$ cat config.mk
export PLATFORM = sky130hd
export DESIGN_NAME = ssd_scan_driver
export DESIGN_NICKNAME = d
export VERILOG_FILES = /design/src/rtl/ssd_scan_driver.sv
export SDC_FILE = /design/constraint.sdc
export NUM_CORES = 1
export LEC_CHECK = 0
export BUFFER_PORTS_ARGS = -buffer_cell sky130_fd_sc_hd__buf_2
export CAP_MARGIN = 20
export CORE_MARGIN = 2
export CORE_UTILIZATION = 40
export DETAILED_ROUTE_END_ITERATION = 8
export GPL_TIMING_DRIVEN = 0
export SYNTH_ARGS = -nofsm -noshare
export SYNTH_HDL_FRONTEND = slang
export SYNTH_SLANG_ARGS = --single-unit
export TNS_END_PERCENT = 1
$ cat constraint.sdc
create_clock -name clk -period 2.3 [get_ports clk]
set_input_delay 0 -clock clk [delete_from_list [all_inputs] [get_ports clk]]
set_output_delay 0 -clock clk [all_outputs]
set_load 0.03 [all_outputs]
$ cat src/rtl/ssd_scan_driver.sv
// rtl/ssd_scan_driver.sv - 4-digit multiplexed seven-segment scan driver
// Frame-coherent code snapshot, per-digit blink and guard-window blanking.
module ssd_scan_driver #(
  parameter int REFRESH_DIV = 100000,
  parameter int GUARD_CYC   = 2000,
  parameter int BLINK_DIV   = 50000000
) (
  input  logic        clk,
  input  logic        rst,
  input  logic [19:0] ssd,
  input  logic [3:0]  blink_mask,
  output logic [3:0]  AN,
  output logic [6:0]  seven_out
);

  localparam int RW = (REFRESH_DIV > 2) ? $clog2(REFRESH_DIV) : 1;
  localparam int BW = (BLINK_DIV > 2) ? $clog2(BLINK_DIV) : 1;
  localparam logic [RW-1:0] REFRESH_LAST = RW'(REFRESH_DIV - 1);
  localparam logic [RW-1:0] GUARD_END    = RW'(GUARD_CYC);
  localparam logic [BW-1:0] BLINK_LAST   = BW'(BLINK_DIV - 1);
  localparam logic [4:0]    CODE_BLANK   = 5'd19;

  logic [RW-1:0] r_refresh_cnt;
  logic [1:0]    r_idx;
  logic [BW-1:0] r_blink_cnt;
  logic          r_blink_phase;
  logic [19:0]   r_snap;
  logic [3:0]    r_mask;
  logic          r_load_pending;

  logic          w_tick;
  logic [4:0]    w_code;
  logic [6:0]    w_seg;

  function automatic logic [6:0] decode(input logic [4:0] code);
    case (code)
      5'd0:    decode = 7'b1000000;
      5'd1:    decode = 7'b1111001;
      5'd2:    decode = 7'b0100100;
      5'd3:    decode = 7'b0110000;
      5'd4:    decode = 7'b0011001;
      5'd5:    decode = 7'b0010010;
      5'd6:    decode = 7'b0000010;
      5'd7:    decode = 7'b1111000;
      5'd8:    decode = 7'b0000000;
      5'd9:    decode = 7'b0010000;
      5'd10:   decode = 7'b1000110;
      5'd11:   decode = 7'b1000111;
      5'd12:   decode = 7'b0010010;
      5'd13:   decode = 7'b0100001;
      5'd14:   decode = 7'b1000000;
      5'd15:   decode = 7'b0001100;
      5'd16:   decode = 7'b0000110;
      5'd17:   decode = 7'b0101011;
      5'd18:   decode = 7'b0111111;
      default: decode = 7'b1111111;
    endcase
  endfunction

  assign w_tick = (r_refresh_cnt == REFRESH_LAST);

  always_comb begin
    w_code = CODE_BLANK;
    case (r_idx)
      2'd3: w_code = r_snap[19:15];
      2'd2: w_code = r_snap[14:10];
      2'd1: w_code = r_snap[9:5];
      2'd0: w_code = r_snap[4:0];
      default: w_code = CODE_BLANK;
    endcase
  end

  assign w_seg = decode(w_code);

  always_ff @(posedge clk) begin
    if (!rst) begin
      r_refresh_cnt  <= '0;
      r_idx          <= 2'd3;
      r_blink_cnt    <= '0;
      r_blink_phase  <= 1'b0;
      r_snap         <= {4{CODE_BLANK}};
      r_mask         <= 4'b0000;
      r_load_pending <= 1'b1;
      AN             <= 4'b1111;
      seven_out      <= 7'b1111111;
    end else begin
      if (w_tick) begin
        r_refresh_cnt <= '0;
        r_idx         <= r_idx - 2'd1;
      end else begin
        r_refresh_cnt <= r_refresh_cnt + 1'b1;
      end

      if (r_blink_cnt == BLINK_LAST) begin
        r_blink_cnt   <= '0;
        r_blink_phase <= ~r_blink_phase;
      end else begin
        r_blink_cnt <= r_blink_cnt + 1'b1;
      end

      // Reload only at a frame boundary so a displayed frame is never torn.
      if (r_load_pending || (w_tick && r_idx == 2'd0)) begin
        r_snap         <= ssd;
        r_mask         <= blink_mask;
        r_load_pending <= 1'b0;
      end

      if (r_refresh_cnt < GUARD_END) begin
        AN        <= 4'b1111;
        seven_out <= 7'b1111111;
      end else begin
        AN        <= ~(4'b0001 << r_idx);
        seven_out <= (r_blink_phase && r_mask[r_idx]) ? 7'b1111111 : w_seg;
      end
    end
  end

endmodule

==> flow_metrics.tcl, run 1 <==
set metrics [dict create \
    max_clock_buf_depth 2 \
    final.setup.worst_slack_ps 47.7 \
    ioPinCount 37 \
    synth_top_area_share_pct 42.8 \
    ctsRootBufferMaster "sky130_fd_sc_hd__clkbuf_8" \
    die_height_um 102 \
    finalHoldViolCount 0 \
    yosysSeqAreaShare_pct 42.8 \
    max_cap_viol_count 0 \
    critical_path_class "flip-flop to flip-flop" \
    row_count 35 \
    post-route-util_pct 52.3 \
    hp-class "input port to flip-flop" \
    cts_made_buffers 9 \
    power_leakage_nw 1.92 \
    grt_max_degree 13 \
    area_delta_synth_final_pct 26.7 \
    critical_path_arrival_ps 2490 \
    post_drt_via_cell_ratio 4.94 \
    floorplan.core_area_um2 9280 \
    grt_antenna_before_repair 0 \
    setup_viol 0 \
    remaining_drc_errors 0 \
    clock_sink_count 82 \
    peakVddDrop_uv 227 \
    period_minus_slack_ps 2250 \
    skew_ps 10.1 \
    ys_async_sr_fraction_pct 0 \
    postRouteAntennaNets 0 \
    global_route.overflow_total 0 \
    numPlacedInstances 597 \
    synth_area_leaders "sky130_fd_sc_hd__dfxtp_1 43%, sky130_fd_sc_hd__xor2_1 6.2%, sky130_fd_sc_hd__nand2_1 5.8%" \
    finalNonFillerCells 647 \
    slew_at_the_pin_closest_to_its_max_slew_limit_ps 556 \
    drt-pass1-iter-count 5 \
    synth_flop_cell "sky130_fd_sc_hd__dfxtp_1" \
    detailed_place_hpwl_um 5540 \
    synth_enable_flop_cells 0 \
    clk_pin_slew_worst_paths_ps 80 \
    routedWlPerCell_um 13.1 \
    grt_pass1_wl_um 13800 \
    vias_in_the_first_global_route 2960 \
    buffer_ports.inserted 35 \
    post_detailed_routing_wire_length_um 8510 \
    timing.critical_path.fanout_max 8 \
    num_vias 3194 \
    synth_cell_type_count 49 \
    syn_avg_cell_area_um2 8.85 \
    globalRouteTotalUtil_pct 16.7 \
    num-nets-final 555 \
    clk-insertion-delay-late_ps 360 \
    initialDrtViolationCount 122 \
    tritoncts_clock_tree "done" \
    tns_ps 0 \
    final_cell_area_um2 4850 \
    postSynthNetCount 473 \
    chip_width_um 102 \
    grt_setup_unrepaired "yes" \
    period_share_pct 97.9 \
    nature_of_the_critical_path_endpoint "flip-flop" \
    die_area_um2 10400 \
    cts.htree.levels 3 \
    layout_cell_share_with_drive_strength_beyond_1_pct 19.5 \
    dp_worst_setup_slack_ps -277 \
    dpl_cell_area_um2 4170 \
    synthCells 433 \
    yosys_register_bits 82 \
    yosys_warnings 0 \
    gp_routability_congestion 0.815 \
    num_antenna_cells 0 \
    synth_area_um2 3830 \
    synth_top_cell_by_area "sky130_fd_sc_hd__dfxtp_1" \
    status "completed" \
    power_density_nw_per_um2 565 \
    max_clock_freq_mhz 444 \
    critical_path_source_type "flip-flop" \
    crit_required_ps 2540 \
    final-max-slew-violation-count 0 \
    initial_core_util_pct 41.3 \
    maxSlewHeadroom_pct 62.9 \
]
where the power goes:
part	internal [mW]	switching, mW
Sequential	1.45	0.0235
Clock	0.485	0.504
Combinational	0.139	0.140
layout make-up:
cell class              instances  area [µm²]
clock buffers                  10         128
inverters                      17        72.6
multi-input cells             313        2150
plain buffers                  20         123
repair buffers                 72         528
clock inverters                 4        45.0
flip-flops and latches         82        1650
well taps                     129         161
fillers                       863        4430
routing by layer:
layer	routed length, µm	up-vias	track usage, %	share of wire (%)
li1	-	1642	-	-
met1	4000	1478	21.6	47
met2	4020	58	27.4	47
met3	277	16	2.67	3.3
met4	208	0	8.21	2.4
met5	0	-	0	0
path summary, 6_finish.rpt:
path / from / to / slack [ps] / depth (start not counted)
worst min register to register: r_snap[13]$_SDFFE_PN0P_ / r_snap[13]$_SDFFE_PN0P_ / 460 / 2
worst max register to register: r_idx[0]$_SDFFE_PN1N_ / seven_out[2]$_SDFF_PP1_ / 50 / 8
worst max-delay path: r_idx[0]$_SDFFE_PN1N_ / seven_out[2]$_SDFF_PP1_ / 50 / 8
worst min-delay path: rst / r_snap[16]$_SDFFE_PN1P_ / 50 / 2
flip-flops by register name, indices dropped and copies added (netlist names):
name	flops
r_refresh_cnt	17
AN	4
r_mask	4
r_blink_cnt	26
r_snap	20
seven_out	7
r_blink_phase	1
r_idx	2
r_load_pending	1
synthesized netlist by cell type, drive strengths merged, types with 2 or more instances:
library cell  number
o211ai             5
nand2b             3
a222oi             5
nor4b              3
buf               11
mux2               4
or2b               2
o21ai              9
xor2              27
a21oi             18
clkbuf            10
nand4             16
a21o               3
and3              12
inv               17
or3                3
and4               3
dfxtp             82
nor3               2
nor4               5
nor2              57
and2               2
mux2i              5
nand2             59
xnor2             14
nand3             29
ha                14
stage by stage:
step / power [mW] / hold WS, ps
4_1_cts: 2.72 / 78.6
3_5_place_dp: 1.71 / 221
6_report: 2.74 / 46.9
2_1_floorplan: 1.65 / 124
5_1_grt: 2.86 / 87.9
3_3_place_gp: 1.71 / 217
logic make-up after synthesis:
kind of cell	after synthesis	share of synthesized area, %
flops	82	42.8
compound gates	49	8.92
simple gates	199	25.9
xor+xnor	41	9.37
buf+inv	38	5.09
fa+ha+maj	14	4.57
mux	10	3.27
critical path: stages (launching register included):
cell and delay (ps):
sky130_fd_sc_hd__dfxtp_4 360, sky130_fd_sc_hd__inv_1 100, sky130_fd_sc_hd__ha_4 220, sky130_fd_sc_hd__a222oi_1 490
sky130_fd_sc_hd__mux2i_4 170, sky130_fd_sc_hd__ha_4 220, sky130_fd_sc_hd__mux2_4 270, sky130_fd_sc_hd__a221oi_2 240
sky130_fd_sc_hd__o21ai_1 70
placed cells by master (no fill, tap or decap), types with 3 or more instances in the layout:
| master | netlist | final |
|---|---|---|
| sky130_fd_sc_hd__clkbuf_1 | 10 | 11 |
| sky130_fd_sc_hd__nand2b_1 | 3 | 3 |
| sky130_fd_sc_hd__a222oi_1 | 5 | 5 |
| sky130_fd_sc_hd__inv_1 | 17 | 14 |
| sky130_fd_sc_hd__o211ai_1 | 5 | 5 |
| sky130_fd_sc_hd__ha_1 | 14 | 7 |
| sky130_fd_sc_hd__nor2_1 | 57 | 57 |
| sky130_fd_sc_hd__dlygate4sd3_1 | 0 | 24 |
| sky130_fd_sc_hd__and3_1 | 12 | 11 |
| sky130_fd_sc_hd__o21ai_0 | 4 | 4 |
| sky130_fd_sc_hd__xor2_1 | 27 | 27 |
| sky130_fd_sc_hd__nand3_1 | 29 | 29 |
| sky130_fd_sc_hd__a21o_1 | 3 | 3 |
| sky130_fd_sc_hd__o21ai_1 | 5 | 5 |
| sky130_fd_sc_hd__buf_6 | 5 | 8 |
| sky130_fd_sc_hd__buf_4 | 3 | 12 |
| sky130_fd_sc_hd__dfxtp_1 | 82 | 80 |
| sky130_fd_sc_hd__clkbuf_8 | 0 | 9 |
| sky130_fd_sc_hd__nand4_1 | 16 | 16 |
| sky130_fd_sc_hd__a21oi_1 | 17 | 17 |
| sky130_fd_sc_hd__or3_1 | 3 | 3 |
| sky130_fd_sc_hd__nand2_1 | 59 | 59 |
| sky130_fd_sc_hd__xnor2_1 | 14 | 14 |
| sky130_fd_sc_hd__clkinv_2 | 0 | 3 |
| sky130_fd_sc_hd__and4_1 | 3 | 3 |
| sky130_fd_sc_hd__buf_2 | 3 | 37 |
| sky130_fd_sc_hd__ha_4 | 0 | 6 |
| sky130_fd_sc_hd__mux2_4 | 0 | 3 |
what timing repair did:
action                                  4_1_cts  5_1_grt
endpoints found under the setup margin        7        7
endpoints found under the hold margin        24        0
resized for setup                             5       32
hold buffers                                 24        0
pin swaps                                     1       14
gates cloned                                  0        0
setup buffers                                 8        5
Power figures use the tool's default switching activity.
==> run 2, diff against run 1 <==
--- a/config.mk
+++ b/config.mk
@@ -9,6 +9,7 @@
 export CAP_MARGIN = 20
 export CORE_MARGIN = 2
 export CORE_UTILIZATION = 40
+export CTS_BUF_LIST = sky130_fd_sc_hd__clkbuf_16
 export DETAILED_ROUTE_END_ITERATION = 8
 export GPL_TIMING_DRIVEN = 0
 export SYNTH_ARGS = -nofsm -noshare
==> flow_metrics.tcl, run 2 (synthesized netlist as in run 1, its figures left out) <==
set metrics [dict create \
    grt_pass1_wl_um 13700 \
    finalHoldViolCount 0 \
    num-nets-final 556 \
    critical_path_arrival_ps 2550 \
    pwr-share-seq_pct 47.3 \
    largest-register "r_blink_cnt" \
    max_clock_buf_depth 2 \
    layout.filler_cells 835 \
    cp_slowest_stage_delay_ps 410 \
    chip_width_um 102 \
    maxSlewHeadroom_pct 66.5 \
    grt_max_degree 13 \
    gp_routability_congestion 0.815 \
    hp-class "input port to flip-flop" \
    combPwrFrac_pct 9.0 \
    worst_setup_path_startpoint "r_idx[0]$_SDFFE_PN1N_" \
    cts.htree.levels 3 \
    ctsRootBufferMaster "sky130_fd_sc_hd__clkbuf_16" \
    most-common-layout-cells "80 x sky130_fd_sc_hd__dfxtp_1, 59 x sky130_fd_sc_hd__nand2_1, 57 x sky130_fd_sc_hd__nor2_1, 38 x sky130_fd_sc_hd__buf_2, 29 x sky130_fd_sc_hd__nand3_1" \
    initial_core_util_pct 41.3 \
    timing.critical_path.cells "inv_4 -> ha_4 -> buf_6 -> a222oi_1 -> mux2i_2 -> buf_4 -> inv_6 -> ha_4 -> nor3b_4 -> a2111oi_4 -> o21ai_1" \
    final-max-slew-violation-count 0 \
    buffer_ports.inserted 35 \
    post-route-util_pct 53.6 \
    skew_ps 5.38 \
    post_detailed_routing_wire_length_um 8550 \
    die_height_um 102 \
    crit_required_ps 2560 \
    clk-insertion-delay-late_ps 340 \
    reg2reg_depth 11 \
    detailed_place_hpwl_um 5540 \
    critical_path_source_type "flip-flop" \
    timing.critical_path.fanout_max 7 \
    grt_antenna_before_repair 0 \
    num_vias 3208 \
    grt_setup_unrepaired "yes" \
    post_drt_via_cell_ratio 4.95 \
    clock_sink_count 82 \
    floorplan.core_area_um2 9280 \
    vias_in_the_first_global_route 2928 \
    fin_hold_ws_ps 76.3 \
    reg_top3 "r_blink_cnt (26), r_snap (20), r_refresh_cnt (17)" \
    min-delay-start "rst" \
    area_delta_synth_final_pct 29.8 \
    p_switching_uw 714 \
    nature_of_the_critical_path_endpoint "flip-flop" \
    die_area_um2 10400 \
    routedWlPerCell_um 13.2 \
    row_count 35 \
    clock_power_share_pct 43.7 \
    remaining_drc_errors 0 \
    critical_path_class "flip-flop to flip-flop" \
    slowest_stage "sky130_fd_sc_hd__a222oi_1" \
    max_clock_freq_mhz 437 \
    cts_made_buffers 9 \
    postRouteAntennaNets 0 \
    clk_pin_slew_worst_paths_ps 60 \
    tritoncts_clock_tree "done" \
    ioPinCount 37 \
    most_common_cell_after_layout_fill_and_taps_aside "sky130_fd_sc_hd__dfxtp_1" \
    switching_part_of_the_total_power_pct 22.8 \
    regToRegSetupSlack_ps 10 \
    setup_viol 0 \
    num_antenna_cells 0 \
    peakVddDrop_uv 314 \
    initialDrtViolationCount 114 \
    hold_depth 2 \
    drt-pass1-iter-count 7 \
    power_leakage_nw 1.98 \
    power_density_nw_per_um2 628 \
    global_route.overflow_total 0 \
    period_share_pct 99.5 \
    cpMostUsedCell "sky130_fd_sc_hd__ha_4" \
    status "completed" \
    layout_cell_share_with_drive_strength_beyond_1_pct 20.2 \
    period_minus_slack_ps 2290 \
    largest_register_ff_count 26 \
    rr_startpoint "r_idx[0]$_SDFFE_PN1N_" \
    intPower_mw 2.41 \
    hold_ep "r_idx[1]$_SDFFE_PN1N_" \
    critical_path.reg2reg.endpoint "seven_out[0]$_SDFF_PP1_" \
    max_cap_viol_count 0 \
    slew_at_the_pin_closest_to_its_max_slew_limit_ps 493 \
    globalRouteTotalUtil_pct 16.7 \
]
-- run 2: area by class of cell --
| class | count | area (µm²) | share of cell area, % |
|---|---|---|---|
| multi-input cells | 313 | 2160 | 43.5 |
| flip-flops and latches | 82 | 1650 | 33.1 |
| repair buffers | 72 | 517 | 10.4 |
| clock buffers | 9 | 225 | 4.53 |
| well taps | 129 | 161 | 3.24 |
| plain buffers | 21 | 133 | 2.67 |
| inverters | 17 | 77.6 | 1.56 |
| clock inverters | 5 | 48.8 | 0.981 |
-- run 2: metrics by stage --
stage / area, µm² / setup slack, ps / total power, mW / TNS, ps / std cells
after floorplan: 3840 / 16.5 / 1.65 / 0 / 433
after global placement: 4170 / -261 / 1.71 / -888 / 597
after detailed placement: 4170 / -277 / 1.71 / -1170 / 597
after CTS: 4730 / -27.2 / 3.11 / -59.2 / 639
after global routing: 4970 / -85.6 / 3.24 / -443 / 648
final: 4970 / 11.4 / 3.13 / 0 / 648
-- run 2: worst max path at each step --
| stage | to | slack [ps] | cells after the start |
|---|---|---|---|
| after floorplan | seven_out[2]$_SDFF_PP1_ | 20 | 9 |
| after detailed placement | seven_out[2]$_SDFF_PP1_ | -280 | 9 |
| after CTS | seven_out[2]$_SDFF_PP1_ | -30 | 9 |
| after global placement | seven_out[2]$_SDFF_PP1_ | -260 | 9 |
| final | seven_out[0]$_SDFF_PP1_ | 10 | 11 |
| after global routing | seven_out[0]$_SDFF_PP1_ | -90 | 9 |
-- run 2: power groups by stage --
stage                     logic [mW]  registers, mW  clock network (mW)
final                          0.281           1.48                1.37
after global routing           0.312           1.48                1.45
after CTS                      0.240           1.48                1.39
after detailed placement       0.198           1.51                   0
after global placement         0.197           1.51                   0
after floorplan                0.144           1.50                   0
-- run 2: metal layers --
metal	wire length, µm	up-vias	share of wire [%]	track usage (%)
met4	229	0	2.7	8.31
met2	4000	62	47	27.5
met5	0	-	0	0
met3	241	20	2.8	2.87
met1	4080	1473	48	21.3
li1	-	1653	-	-
-- run 2: worst max-delay path: cells and delay by family (launching register included) --
family,cells,cell delay [ps]
adders and majority gates,2,300
DFF,1,390
muxes,1,200
AOI/OAI and AO/OA,3,640
buffers and inverters,4,460
and+or+nand+nor,1,220
-- run 2: what timing repair did --
action                                  CTS  global route
endpoints found under the hold margin    24             0
pin swaps                                 3            11
resized for setup                         7            33
hold buffers                             24             0
endpoints found under the setup margin    7             7
buffers inserted                          4            10
==> run 3, diff against run 2 <==
--- a/config.mk
+++ b/config.mk
@@ -12,6 +12,7 @@
 export CTS_BUF_LIST = sky130_fd_sc_hd__clkbuf_16
 export DETAILED_ROUTE_END_ITERATION = 8
 export GPL_TIMING_DRIVEN = 0
+export PLACE_DENSITY = 0.68
 export SYNTH_ARGS = -nofsm -noshare
 export SYNTH_HDL_FRONTEND = slang
 export SYNTH_SLANG_ARGS = --single-unit
==> flow_metrics.tcl, run 3 (synthesized netlist as in run 1, its figures left out) <==
set metrics [dict create \
    max_cap_viol_count 0 \
    nature_of_the_critical_path_endpoint "flip-flop" \
    most-common-layout-cells "80 x sky130_fd_sc_hd__dfxtp_1, 59 x sky130_fd_sc_hd__nand2_1, 57 x sky130_fd_sc_hd__nor2_1, 37 x sky130_fd_sc_hd__buf_2, 29 x sky130_fd_sc_hd__nand3_1" \
    global_route.overflow_total 0 \
    largest-register "r_blink_cnt" \
    numPlacedInstances 597 \
    reg_top3 "r_blink_cnt (26), r_snap (20), r_refresh_cnt (17)" \
    most_common_cell_after_layout_fill_and_taps_aside "sky130_fd_sc_hd__dfxtp_1" \
    initialDrtViolationCount 158 \
    post_detailed_routing_wire_length_um 8390 \
    ctsRootBufferMaster "sky130_fd_sc_hd__clkbuf_16" \
    ioPinCount 37 \
    post-route-util_pct 52.7 \
    reg2reg_depth 9 \
    power_density_nw_per_um2 664 \
    fin_hold_ws_ps 59.6 \
    maxSlewHeadroom_pct 61.9 \
    vias_in_the_first_global_route 3113 \
    routedWlPerCell_um 13.0 \
    largest_register_ff_count 26 \
    hold_ep "r_idx[1]$_SDFFE_PN1N_" \
    area_delta_synth_final_pct 27.6 \
    drt-pass1-iter-count 7 \
    clock_sink_count 82 \
    max_clock_buf_depth 2 \
    regToRegSetupSlack_ps 100 \
    grt_setup_unrepaired "yes" \
    peakVddDrop_uv 444 \
    cts.htree.levels 3 \
    clk_pin_slew_worst_paths_ps 60 \
    rr_startpoint "r_idx[1]$_SDFFE_PN1N_" \
    dpl_cell_area_um2 4170 \
    cts_made_buffers 9 \
    num_antenna_cells 0 \
    setup_viol 0 \
    globalRouteTotalUtil_pct 16.9 \
    layout_cell_share_with_drive_strength_beyond_1_pct 19.3 \
    remaining_drc_errors 0 \
    hp-class "input port to flip-flop" \
    max_clock_freq_mhz 455 \
    status "completed" \
    chip_width_um 102 \
    slew_at_the_pin_closest_to_its_max_slew_limit_ps 567 \
    critical_path.reg2reg.endpoint "seven_out[2]$_SDFF_PP1_" \
    finalNonFillerCells 646 \
    postRouteAntennaNets 0 \
    power_leakage_nw 1.96 \
    hold_depth 2 \
    post_drt_via_cell_ratio 4.97 \
    skew_ps 5.84 \
    clk-insertion-delay-late_ps 330 \
    tns_ps 0 \
    critical_path_source_type "flip-flop" \
    grt_pass1_wl_um 14000 \
    gp_routability_congestion 0.789 \
    finalHoldViolCount 0 \
    die_height_um 102 \
    initial_core_util_pct 41.3 \
    row_count 35 \
    die_area_um2 10400 \
    grt_max_degree 15 \
    grt_antenna_before_repair 0 \
    critical_path_arrival_ps 2390 \
    crit_required_ps 2490 \
    detailed_place_hpwl_um 5510 \
    period_share_pct 95.6 \
    critical_path_class "flip-flop to flip-flop" \
    final-max-slew-violation-count 0 \
    final_cell_area_um2 4890 \
    num-nets-final 552 \
    period_minus_slack_ps 2200 \
    num_vias 3211 \
    buffer_ports.inserted 35 \
    min-delay-start "rst" \
    tritoncts_clock_tree "done" \
    timing.critical_path.fanout_max 6 \
    floorplan.core_area_um2 9280 \
]
[run 3: changes by cell type in the layout (fill, tap and decap cells not counted), moves of 2 or more]
cell	delta
sky130_fd_sc_hd__inv_2	+3
sky130_fd_sc_hd__ha_1	+2
sky130_fd_sc_hd__ha_2	+4
sky130_fd_sc_hd__buf_6	-2
sky130_fd_sc_hd__ha_4	-6
sky130_fd_sc_hd__clkinv_4	+2
sky130_fd_sc_hd__inv_4	-2
sky130_fd_sc_hd__clkinv_2	-2
[run 3: critical path, stage by stage, from the launching register on]
cell	delay (ps)
sky130_fd_sc_hd__dfxtp_4	370
sky130_fd_sc_hd__inv_2	60
sky130_fd_sc_hd__ha_4	190
sky130_fd_sc_hd__a222oi_1	330
sky130_fd_sc_hd__mux2_4	210
sky130_fd_sc_hd__inv_1	70
sky130_fd_sc_hd__ha_2	200
sky130_fd_sc_hd__mux2_4	280
sky130_fd_sc_hd__a221oi_2	240
sky130_fd_sc_hd__o21ai_1	100
[run 3: layout make-up]
type / instances / area [µm²]
Multi-Input combinational cell: 313 / 2080
Tap cell: 129 / 161
Fill cell: 846 / 4390
Clock buffer: 9 / 225
Clock inverter: 7 / 93.8
Buffer: 20 / 124
Sequential cell: 82 / 1650
Inverter: 17 / 63.8
Timing Repair Buffer: 69 / 490
[run 3: worst max-delay path by stage]
stage | from | cells past startpoint | slack [ps] | endpoint
after global routing | r_idx[1]$_SDFFE_PN1N_ | 9 | -50 | seven_out[2]$_SDFF_PP1_
after global placement | r_idx[1]$_SDFFE_PN1N_ | 9 | -250 | seven_out[2]$_SDFF_PP1_
after CTS | r_idx[1]$_SDFFE_PN1N_ | 10 | 2 | seven_out[6]$_SDFF_PP1_
after floorplan | r_idx[1]$_SDFFE_PN1N_ | 9 | 20 | seven_out[2]$_SDFF_PP1_
after detailed placement | r_idx[1]$_SDFFE_PN1N_ | 9 | -300 | seven_out[2]$_SDFF_PP1_
final | r_idx[1]$_SDFFE_PN1N_ | 9 | 100 | seven_out[2]$_SDFF_PP1_
[run 3: repair_timing]
item / in CTS / in global routing
resized for setup: 10 / 16
endpoints found under the setup margin: 7 / 24
pin swaps: 2 / 6
setup buffers: 7 / 3
hold buffers: 24 / 0
hold endpoints to repair: 24 / 0
[run 3: layer usage]
layer	up-vias	global-route usage, %	wire length, µm
met3	9	4.04	309
met4	0	6.05	128
met5	-	0	0
met1	1505	20.8	3780
met2	57	28.8	4170
li1	1640	-	-
[run 3: where the power goes]
| part | switching [mW] | total, mW | internal, mW |
|---|---|---|---|
| combinational | 0.132 | 0.261 | 0.128 |
| clock | 0.562 | 1.51 | 0.948 |
| sequential | 0.0239 | 1.48 | 1.45 |
| total | 0.718 | 3.25 | 2.53 |
[run 3: stage by stage]
| stage | power [mW] | setup slack [ps] |
|---|---|---|
| 2_1_floorplan | 1.65 | 16.5 |
| 3_3_place_gp | 1.70 | -249 |
| 3_5_place_dp | 1.71 | -300 |
| 4_1_cts | 3.26 | 1.51 |
| 5_1_grt | 3.37 | -51.8 |
| 6_report | 3.25 | 101 |
